==> src/rtl/ram512x8_wb_pkg.sv <==
// Shared types and geometry for the Wishbone-to-ram512x8 byte-serialising bridge.
package ram512x8_wb_pkg;

    localparam int unsigned LANES   = 4;
    localparam int unsigned WORD_AW = 7;
    localparam int unsigned BYTE_AW = 9;
    localparam int unsigned LANE_W  = 2;
    localparam int unsigned CNT_W   = 3;
    localparam int unsigned DW      = 32;
    localparam int unsigned BW      = 8;

    typedef enum logic [1:0] {
        IDLE  = 2'd0,
        WRITE = 2'd1,
        READ  = 2'd2,
        ACK   = 2'd3
    } bridge_state_e;

    // Little-endian byte lane extraction from a bus word.
    function automatic logic [BW-1:0] lane_byte(input logic [DW-1:0] word,
                                                 input logic [LANE_W-1:0] lane);
        logic [BW-1:0] b;
        case (lane)
            2'd0:    b = word[7:0];
            2'd1:    b = word[15:8];
            2'd2:    b = word[23:16];
            default: b = word[31:24];
        endcase
        return b;
    endfunction

endpackage

==> src/rtl/ram512x8_wb_lane_next.sv <==
// Finds the lowest selected byte lane at or above from_lane; found_c low if none remain.
module ram512x8_wb_lane_next
    import ram512x8_wb_pkg::*;
(
    input  logic [LANES-1:0]  sel,
    input  logic [CNT_W-1:0]  from_lane,
    output logic              found_c,
    output logic [LANE_W-1:0] lane_c
);

    always_comb begin
        found_c = 1'b0;
        lane_c  = '0;
        for (int unsigned i = 0; i < LANES; i++) begin
            if (!found_c && sel[i] && (CNT_W'(i) >= from_lane)) begin
                found_c = 1'b1;
                lane_c  = LANE_W'(i);
            end
        end
    end

endmodule

==> src/rtl/ram512x8_wb_bridge.sv <==
// Wishbone-classic 32-bit slave serialising word accesses onto the 8-bit ram512x8 macro.
// Define RAM512X8_WB_LANE_SKIP_EN to make writes visit only the selected byte lanes.
module ram512x8_wb_bridge
    import ram512x8_wb_pkg::*;
(
    input  logic               clk_i,
    input  logic               rst_i,
    input  logic               wb_cyc_i,
    input  logic               wb_stb_i,
    input  logic               wb_we_i,
    input  logic [WORD_AW-1:0] wb_adr_i,
    input  logic [LANES-1:0]   wb_sel_i,
    input  logic [DW-1:0]      wb_dat_i,
    output logic [DW-1:0]      wb_dat_o,
    output logic               wb_ack_o,
    output logic               ram_wen_o,
    output logic [BYTE_AW-1:0] ram_adr_o,
    output logic [BW-1:0]      ram_dat_o,
    input  logic [BW-1:0]      ram_dat_i
);

    bridge_state_e      state_q, state_d;
    logic [CNT_W-1:0]   cnt_q, cnt_d;
    logic [WORD_AW-1:0] adr_q, adr_d;
    logic [LANES-1:0]   sel_q, sel_d;
    logic [DW-1:0]      wdat_q, wdat_d;
    logic [23:0]        rd_buf_q, rd_buf_d;
    logic [DW-1:0]      rdat_q, rdat_d;
    logic               ack_q, ack_d;
    logic               wen_q, wen_d;
    logic [BYTE_AW-1:0] ram_adr_q, ram_adr_d;
    logic [BW-1:0]      ram_dat_q, ram_dat_d;
    logic [LANE_W-1:0]  step_lane;

`ifdef RAM512X8_WB_LANE_SKIP_EN
    logic [LANES-1:0]   find_sel;
    logic [CNT_W-1:0]   find_from;
    logic               nxt_found;
    logic [LANE_W-1:0]  nxt_lane;

    // One finder serves both the first lane at accept and the following lane in WRITE.
    assign find_sel  = (state_q == IDLE) ? wb_sel_i : sel_q;
    assign find_from = (state_q == IDLE) ? CNT_W'(0) : CNT_W'(cnt_q + CNT_W'(1));

    ram512x8_wb_lane_next u_lane_next (
        .sel       (find_sel),
        .from_lane (find_from),
        .found_c   (nxt_found),
        .lane_c    (nxt_lane)
    );
`endif

    assign step_lane = LANE_W'(cnt_q + CNT_W'(1));

    always_comb begin
        state_d   = state_q;
        cnt_d     = cnt_q;
        adr_d     = adr_q;
        sel_d     = sel_q;
        wdat_d    = wdat_q;
        rd_buf_d  = rd_buf_q;
        rdat_d    = rdat_q;
        ack_d     = 1'b0;
        wen_d     = 1'b0;
        ram_adr_d = ram_adr_q;
        ram_dat_d = ram_dat_q;

        case (state_q)
            IDLE: begin
                if (wb_cyc_i && wb_stb_i) begin
                    adr_d  = wb_adr_i;
                    sel_d  = wb_sel_i;
                    wdat_d = wb_dat_i;
                    cnt_d  = '0;
                    if (wb_we_i) begin
`ifdef RAM512X8_WB_LANE_SKIP_EN
                        if (nxt_found) begin
                            state_d   = WRITE;
                            cnt_d     = CNT_W'(nxt_lane);
                            ram_adr_d = {wb_adr_i, nxt_lane};
                            ram_dat_d = lane_byte(wb_dat_i, nxt_lane);
                            wen_d     = 1'b1;
                        end else begin
                            state_d = ACK;
                            ack_d   = 1'b1;
                        end
`else
                        state_d   = WRITE;
                        ram_adr_d = {wb_adr_i, 2'b00};
                        ram_dat_d = wb_dat_i[7:0];
                        wen_d     = wb_sel_i[0];
`endif
                    end else begin
                        state_d   = READ;
                        ram_adr_d = {wb_adr_i, 2'b00};
                    end
                end
            end

            WRITE: begin
                if (!wb_cyc_i) begin
                    state_d = IDLE;
`ifdef RAM512X8_WB_LANE_SKIP_EN
                end else if (nxt_found) begin
                    cnt_d     = CNT_W'(nxt_lane);
                    ram_adr_d = {adr_q, nxt_lane};
                    ram_dat_d = lane_byte(wdat_q, nxt_lane);
                    wen_d     = 1'b1;
                end else begin
                    state_d = ACK;
                    ack_d   = 1'b1;
                end
`else
                end else if (cnt_q[1:0] == 2'd3) begin
                    state_d = ACK;
                    ack_d   = 1'b1;
                end else begin
                    cnt_d     = CNT_W'(cnt_q + CNT_W'(1));
                    ram_adr_d = {adr_q, step_lane};
                    ram_dat_d = lane_byte(wdat_q, step_lane);
                    wen_d     = sel_q[step_lane];
                end
`endif
            end

            // Capture lags the address by one cycle; lane 3 lands straight in the output word.
            READ: begin
                if (!wb_cyc_i) begin
                    state_d = IDLE;
                end else begin
                    case (cnt_q)
                        3'd1:    rd_buf_d[7:0]   = ram_dat_i;
                        3'd2:    rd_buf_d[15:8]  = ram_dat_i;
                        3'd3:    rd_buf_d[23:16] = ram_dat_i;
                        3'd4: begin
                            rdat_d  = {ram_dat_i, rd_buf_q};
                            state_d = ACK;
                            ack_d   = 1'b1;
                        end
                        default: ;
                    endcase
                    if (cnt_q < CNT_W'(4)) begin
                        cnt_d = CNT_W'(cnt_q + CNT_W'(1));
                    end
                    if (cnt_q < CNT_W'(3)) begin
                        ram_adr_d = {adr_q, step_lane};
                    end
                end
            end

            ACK: state_d = IDLE;

            default: state_d = IDLE;
        endcase
    end

    always_ff @(posedge clk_i) begin
        if (rst_i) begin
            state_q   <= IDLE;
            cnt_q     <= '0;
            adr_q     <= '0;
            sel_q     <= '0;
            wdat_q    <= '0;
            rd_buf_q  <= '0;
            rdat_q    <= '0;
            ack_q     <= 1'b0;
            wen_q     <= 1'b0;
            ram_adr_q <= '0;
            ram_dat_q <= '0;
        end else begin
            state_q   <= state_d;
            cnt_q     <= cnt_d;
            adr_q     <= adr_d;
            sel_q     <= sel_d;
            wdat_q    <= wdat_d;
            rd_buf_q  <= rd_buf_d;
            rdat_q    <= rdat_d;
            ack_q     <= ack_d;
            wen_q     <= wen_d;
            ram_adr_q <= ram_adr_d;
            ram_dat_q <= ram_dat_d;
        end
    end

    // Gating with the live cycle signal stops the byte write in the very cycle the master aborts.
    assign ram_wen_o = wen_q & wb_cyc_i;
    assign ram_adr_o = ram_adr_q;
    assign ram_dat_o = ram_dat_q;
    assign wb_ack_o  = ack_q;
    assign wb_dat_o  = rdat_q;

endmodule

==> config.mk <==
export PLATFORM = sky130hd
export DESIGN_NAME = ram512x8_wb_bridge
export DESIGN_NICKNAME = d
export VERILOG_FILES = /design/src/rtl/ram512x8_wb_pkg.sv /design/src/rtl/ram512x8_wb_lane_next.sv /design/src/rtl/ram512x8_wb_bridge.sv
export SDC_FILE = /design/constraint.sdc
export NUM_CORES = 1
export LEC_CHECK = 0
export ABC_AREA = 1
export CAP_MARGIN = 40
export CORE_MARGIN = 8
export CORE_UTILIZATION = 51
export CTS_CLUSTER_SIZE = 30
export DETAILED_ROUTE_END_ITERATION = 6
export GPL_TIMING_DRIVEN = 0
export HOLD_SLACK_MARGIN = 0.06
export PLACE_DENSITY = 0.79
export SETUP_SLACK_MARGIN = 0.15
export SYNTH_ARGS = -nofsm -noshare
export SYNTH_HDL_FRONTEND = slang
export SYNTH_SLANG_ARGS = --single-unit
==> constraint.sdc <==
create_clock -name clk_i -period 1.9 [get_ports clk_i]
set_clock_uncertainty 0.15 [all_clocks]
set_input_delay 0.19 -clock clk_i [delete_from_list [all_inputs] [get_ports clk_i]]
set_output_delay 0.19 -clock clk_i [all_outputs]
set_load 0.03 [all_outputs]
# Word level (Yosys, flattened, before mapping)
# Index checks and enable logic that the tools add are counted.
[totals] elab_cells=88 out_inout_bits=51 in_bits=56 regBits=123
[op_classes] muxes=37 eq_ne=19 order_cmp=3 bitwise_logic=1 addsub=1 n_reduce_logical=14
[op_table] op="$mux W9" count=5
[op_table] op="$mux W8" count=4
[op_table] op="$pmux W9 S3" count=1
[op_table] op="$pmux W8 S3" count=1
[op_table] op="$pmux W8 S2" count=1
[op_table] op="$mux W3" count=5
[op_table] op="$reduce_and A3 Y1" count=5
[op_table] op="$ne A2 B2 Y1 const B" count=7
[op_table] op="$mux W2" count=6
[op_table] op="$reduce_and A6 Y1" count=2
[op_table] op="$mux W1" count=9
[op_table] op="$pmux W3 S3" count=1
[op_table] op="$eq A2 B2 Y1 const B" count=4
[op_table] op="$pmux W2 S4" count=1
[op_table] op="$eq A3 B2 Y1 const B" count=2
[op_table] op="$reduce_and A5 Y1" count=1
[op_table] op="$eq A2 B1 Y1 const B" count=2
[op_table] op="$logic_not A2 Y1" count=2
[op_table] op="$pmux W1 S2" count=2
[op_table] op="$add A3 B1 Y3 const B" count=1
[op_table] op="$eq A3 B1 Y1 const B" count=1
[op_table] op="$eq A3 B3 Y1 const B" count=1
[op_table] op="$lt A2 B3 Y1 const B" count=1
[op_table] op="$lt A3 B2 Y1 const B" count=1
[op_table] op="other kinds (9)" count=9

# Longest topological paths before layout
# Gate-level depths: netlist (run 1).
[depth] ltp_word=6 mapped_depth=9

# Worst setup path before layout (run 1)
# Ideal clock, no wire load.
[synth_path] path_type="flip-flop to flip-flop" from="register state_q[0]" to="register ram_adr_q[7] (netlist: ram_adr_o[7])" setup_ns=0.115 setup_slack_ns=0.216 stages_incl_launch_ff=10 t_required_ns=1.635 period_less_slack_ns=1.684 path_buffers=1 arrival_time_ns=1.419 path_cell_list="dfxtp_1 > inv_1 > ha_1 > nand2_1 > nand2_1 > nor2_2 > buf_2 > nand3_1 > nand2_1 > nor2_1"
[synth_between] elab_chain_len=3 word_cells_on_any_way=11
[synth_rtl] item="from (decl)" line_no="ram512x8_wb_bridge.sv:22" text="bridge_state_e state_q, state_d;"
[synth_rtl] item="from (signal assigned)" line_no="ram512x8_wb_bridge.sv:171" text="state_q <= state_d;"
[synth_rtl] item="$eq A2 B2 Y1, or another cell as far along" line_no="ram512x8_wb_bridge.sv:68" text="case (state_q)"
[synth_rtl] item="$ne A2 B2 Y1 (no source line) / $reduce_bool A3 Y1 (equally long branches)"
[synth_rtl] item="$reduce_and A6 Y1 (no source line)"
[synth_rtl] item="to (signal assigned)" line_no="ram512x8_wb_bridge.sv:180" text="ram_adr_q <= ram_adr_d;"
[synth_rtl] item="to (decl)" line_no="ram512x8_wb_bridge.sv:31" text="logic [BYTE_AW-1:0] ram_adr_q, ram_adr_d;"
# Parallel ways exist; a longest one is shown, timed or not.
# A chain may end at the register's enable or synchronous reset.

# Worst setup path in the final report (run 1)
[layout_path] from="register cnt_q[0]" to="register rdat_q[10] (netlist: wb_dat_o[10])"
[layout_between] elab_chain_len=2
[layout_rtl] item="from (decl)" line_no="ram512x8_wb_bridge.sv:23" text="logic [CNT_W-1:0] cnt_q, cnt_d;"
[layout_rtl] item="from (signal assigned)" line_no="ram512x8_wb_bridge.sv:172" text="cnt_q <= cnt_d;"
[layout_rtl] item="$eq A3 B3 Y1" line_no="ram512x8_wb_bridge.sv:131" text="case (cnt_q)"
[layout_rtl] item="$reduce_and A3 Y1 (no source line)"
[layout_rtl] item="to (signal assigned)" line_no="ram512x8_wb_bridge.sv:177" text="rdat_q <= rdat_d;"
[layout_rtl] item="to (decl)" line_no="ram512x8_wb_bridge.sv:28" text="logic [DW-1:0] rdat_q, rdat_d;"
# No other way between the ends.

==> results.tsv, run 1 <==
metric	value	unit
status	completed	
clock_sinks	123	
cts_tree	yes	
final.setup.tns	0	ps
numCtsBuffers	17	
grt_use_total	21.91	%
clk_latency	530	ps
critPathCapture	wb_dat_o[10]	
combPwrFrac	32.3	%
grt_setup_unrepaired	yes	
intPower	5.940	mW
cp-end-kind	flip-flop	
cts_root_buffer	clkbuf_8	
die_area	13770	sq um
antenna_left	0	
grt_overflow	0	
seq_power_share	34.7	%
ys_seq_elements	123	
path_max_fanout	10	
die_y	117.3	um
slew_violations	0	
synthesis.nets	795	
synth-main-ff-cell	dfxtp_1	
post-route-period-util	90.72	%
maxSlewHeadroom	61.41	%
postCtsHoldBufs	0	
nets	931	
synth_cell_type_count	28	
drv_cap	0	
switching_share	35.95	%
port_buffers	106	
hpwl	11120	um
p_leak	3.475	nW
grt_pass1_vias	5234	
syn_area_per_cell	7.173	sq um
ys_warn_count	0	
antenna_found_initial	0	
final_cell_mix	nor2_1 (232), dfxtp_1 (119), nand2_1 (109), o21ai_0 (97), clkdlybuf4s50_1 (54)	
power_density	1288	nW/um^2
start_util	51.65	%
drc	0	
fill_cells	829	
finalHoldViolCount	0	
drt-total-wl	15340	um
synth_area	5236	sq um
crit_path_start	cnt_q[0]	
crit_required	2160	ps
setup_viol	0	
irDropWorstVdd	0.0007288	V
clockBufferDepth	2	
switching_power	3.334	mW
vias	5194	
drtPass1Iterations	5	
dpl_cell_area	6467	sq um
min_period	1724	ps
coreArea	10140	sq um
r2r-start	cnt_q[0]	
vias_per_cell	5.117	
ys_top_cells_by_area	dfxtp_1 (47%), nor2_1 (17%), o21ai_0 (9.3%)	
ios	107	
hold_path.class	input port to flip-flop	
drtIter0Drc	343	
ff2ff_setup_slack	180	ps
critPathLaunchType	flip-flop	
r2r_cells	9	
critical_path_class	flip-flop to flip-flop	
regArea	2472	sq um
synth_top_area_cell	dfxtp_1	
grt_pass1_wl	24830	um
die_w	117.3	um
clockPowerShare	33.0	%
multi_input_area	2510	sq um
wl_per_cell	15.11	um
final_common_cell	nor2_1	
tightest_slew	578.8	ps
path_clk_slew	70	ps
synth_edf_count	0	
globalplace.congestion	0.8751	
design_area	7198	sq um
grt_max_degree	17	
ys_async_sr_fraction	0	%
synth_seq_area_share	47.03	%
max_clock_freq	580.1	MHz
h-tree-depth	4	
drive_gt1_share	13.08	%
yosysTopAreaCellShare	47.03	%
reg2reg_to	wb_dat_o[10]	
critPathArrivalTime	1980	ps
area_delta_synth_final	37.47	%
rows	37	
synthCells	730	
diodes	0	
## worst min path at each step
stage                            start         end  slack [ps]  cells after the start
final                     wb_dat_i[27]  wdat_q[27]         100                      3
after global placement        sel_q[2]    sel_q[2]         290                      2
after global routing      wb_dat_i[27]  wdat_q[27]         100                      3
after floorplan                  rst_i    sel_q[0]         110                      1
after detailed placement      sel_q[2]    sel_q[2]         300                      2
after CTS                 wb_dat_i[27]  wdat_q[27]          90                      3
## power groups by stage
stage               sequential, mW  combinational (mW)  clock, mW
floorplan                     3.49                1.66          0
detailed placement            3.24                2.81          0
CTS                           3.19                2.81       3.07
finish                        3.22                2.99       3.06
global placement              3.23                2.76          0
global route                  3.26                3.28       3.21
## registers in the layout, summed over array words and instances (netlist names)
| signal | cells |
|---|---|
| rd_buf_q | 24 |
| ram_adr_o | 9 |
| state_q | 2 |
| sel_q | 4 |
| wdat_q | 32 |
| ram_dat_o | 8 |
| wen_q | 1 |
| adr_q | 7 |
| wb_ack_o | 1 |
| wb_dat_o | 32 |
| cnt_q | 3 |
## stage by stage
| step | utilization [%] | worst slack (ps) | power, mW | cells | hold slack, ps |
|---|---|---|---|---|---|
| 2_1_floorplan | - | 216.0 | 5.154 | 730 | 109.1 |
| 3_3_place_gp | 63.79 | -118.0 | 5.980 | 972 | 294.9 |
| 4_1_cts | 69.49 | 122.3 | 9.075 | 1007 | 87.72 |
| 6_report | 71.00 | 176.3 | 9.274 | 1015 | 98.21 |
| 5_1_grt | 71.00 | 50.92 | 9.757 | 1015 | 100.6 |
| 3_5_place_dp | 63.79 | -139.0 | 6.048 | 972 | 298.3 |
## synth_stat cells (6+ instances only)
cell / count
a21boi_0: 7
nor2_1: 242
o21ai_1: 11
ha_1: 9
nand2_1: 110
nand3_1: 23
inv_2: 6
o21ai_0: 97
inv_1: 31
clkbuf_1: 13
buf_2: 13
dfxtp_1: 123
a21oi_1: 16
## cell families after synthesis
kind of cell / synth area share (%)
adders and majority gates: 2.151
buffers and inverters: 6.236
and+or+nand+nor: 31.30
DFF: 47.03
AOI/OAI and AO/OA: 13.29
## worst max-delay path: stages, from the launching register on
cell and delay (ps):
dfxtp_4 380, inv_6 70, ha_2 160, buf_6 90, nand2_2 70, nor2_4 280, inv_4 90, buf_6 150
nor2_1 100, nor2_1 60
## repair_timing
item,4_1_cts,5_1_grt
setup buffers,3,8
endpoints found under the setup margin,146,113
gates cloned,0,0
gates resized for setup,72,43
pin swaps,2,6
## final cells by class
cell class              count  area share, %
plain buffers              35          3.424
clock buffers              20          6.327
clock inverters            12          1.564
inverters                  37          2.068
multi-input cells         535          34.87
flip-flops and latches    123          34.35
well taps                 136          2.364
repair buffers            117          15.04
## routing by layer
layer | global-route usage [%] | vias to the layer above | part of all wire [%]
li1 | - | 2592 | -
met3 | 6.667 | 18 | 7.2
met4 | 6.975 | 0 | 1.2
met1 | 24.50 | 2417 | 42
met5 | 0 | - | 0
met2 | 38.80 | 167 | 50
No activity file was read; power rests on OpenSTA's default activity.
==> run 2: changes to the inputs <==
--- a/config.mk
+++ b/config.mk
@@ -9,7 +9,7 @@
 export CAP_MARGIN = 40
 export CORE_MARGIN = 8
 export CORE_UTILIZATION = 51
-export CTS_CLUSTER_SIZE = 30
+export CTS_CLUSTER_SIZE = 24
 export DETAILED_ROUTE_END_ITERATION = 6
 export GPL_TIMING_DRIVEN = 0
 export HOLD_SLACK_MARGIN = 0.06
==> results of run 2 <==
Same layout as run 1: the final DEF is identical, and so are final timing and power.
==> run 3: changes to the inputs <==
--- a/config.mk
+++ b/config.mk
@@ -9,6 +9,7 @@
 export CAP_MARGIN = 40
 export CORE_MARGIN = 8
 export CORE_UTILIZATION = 51
+export CTS_CLUSTER_DIAMETER = 40
 export CTS_CLUSTER_SIZE = 24
 export DETAILED_ROUTE_END_ITERATION = 6
 export GPL_TIMING_DRIVEN = 0
==> results of run 3 <==
Same layout as run 1: the final DEF is identical, and so are final timing and power.
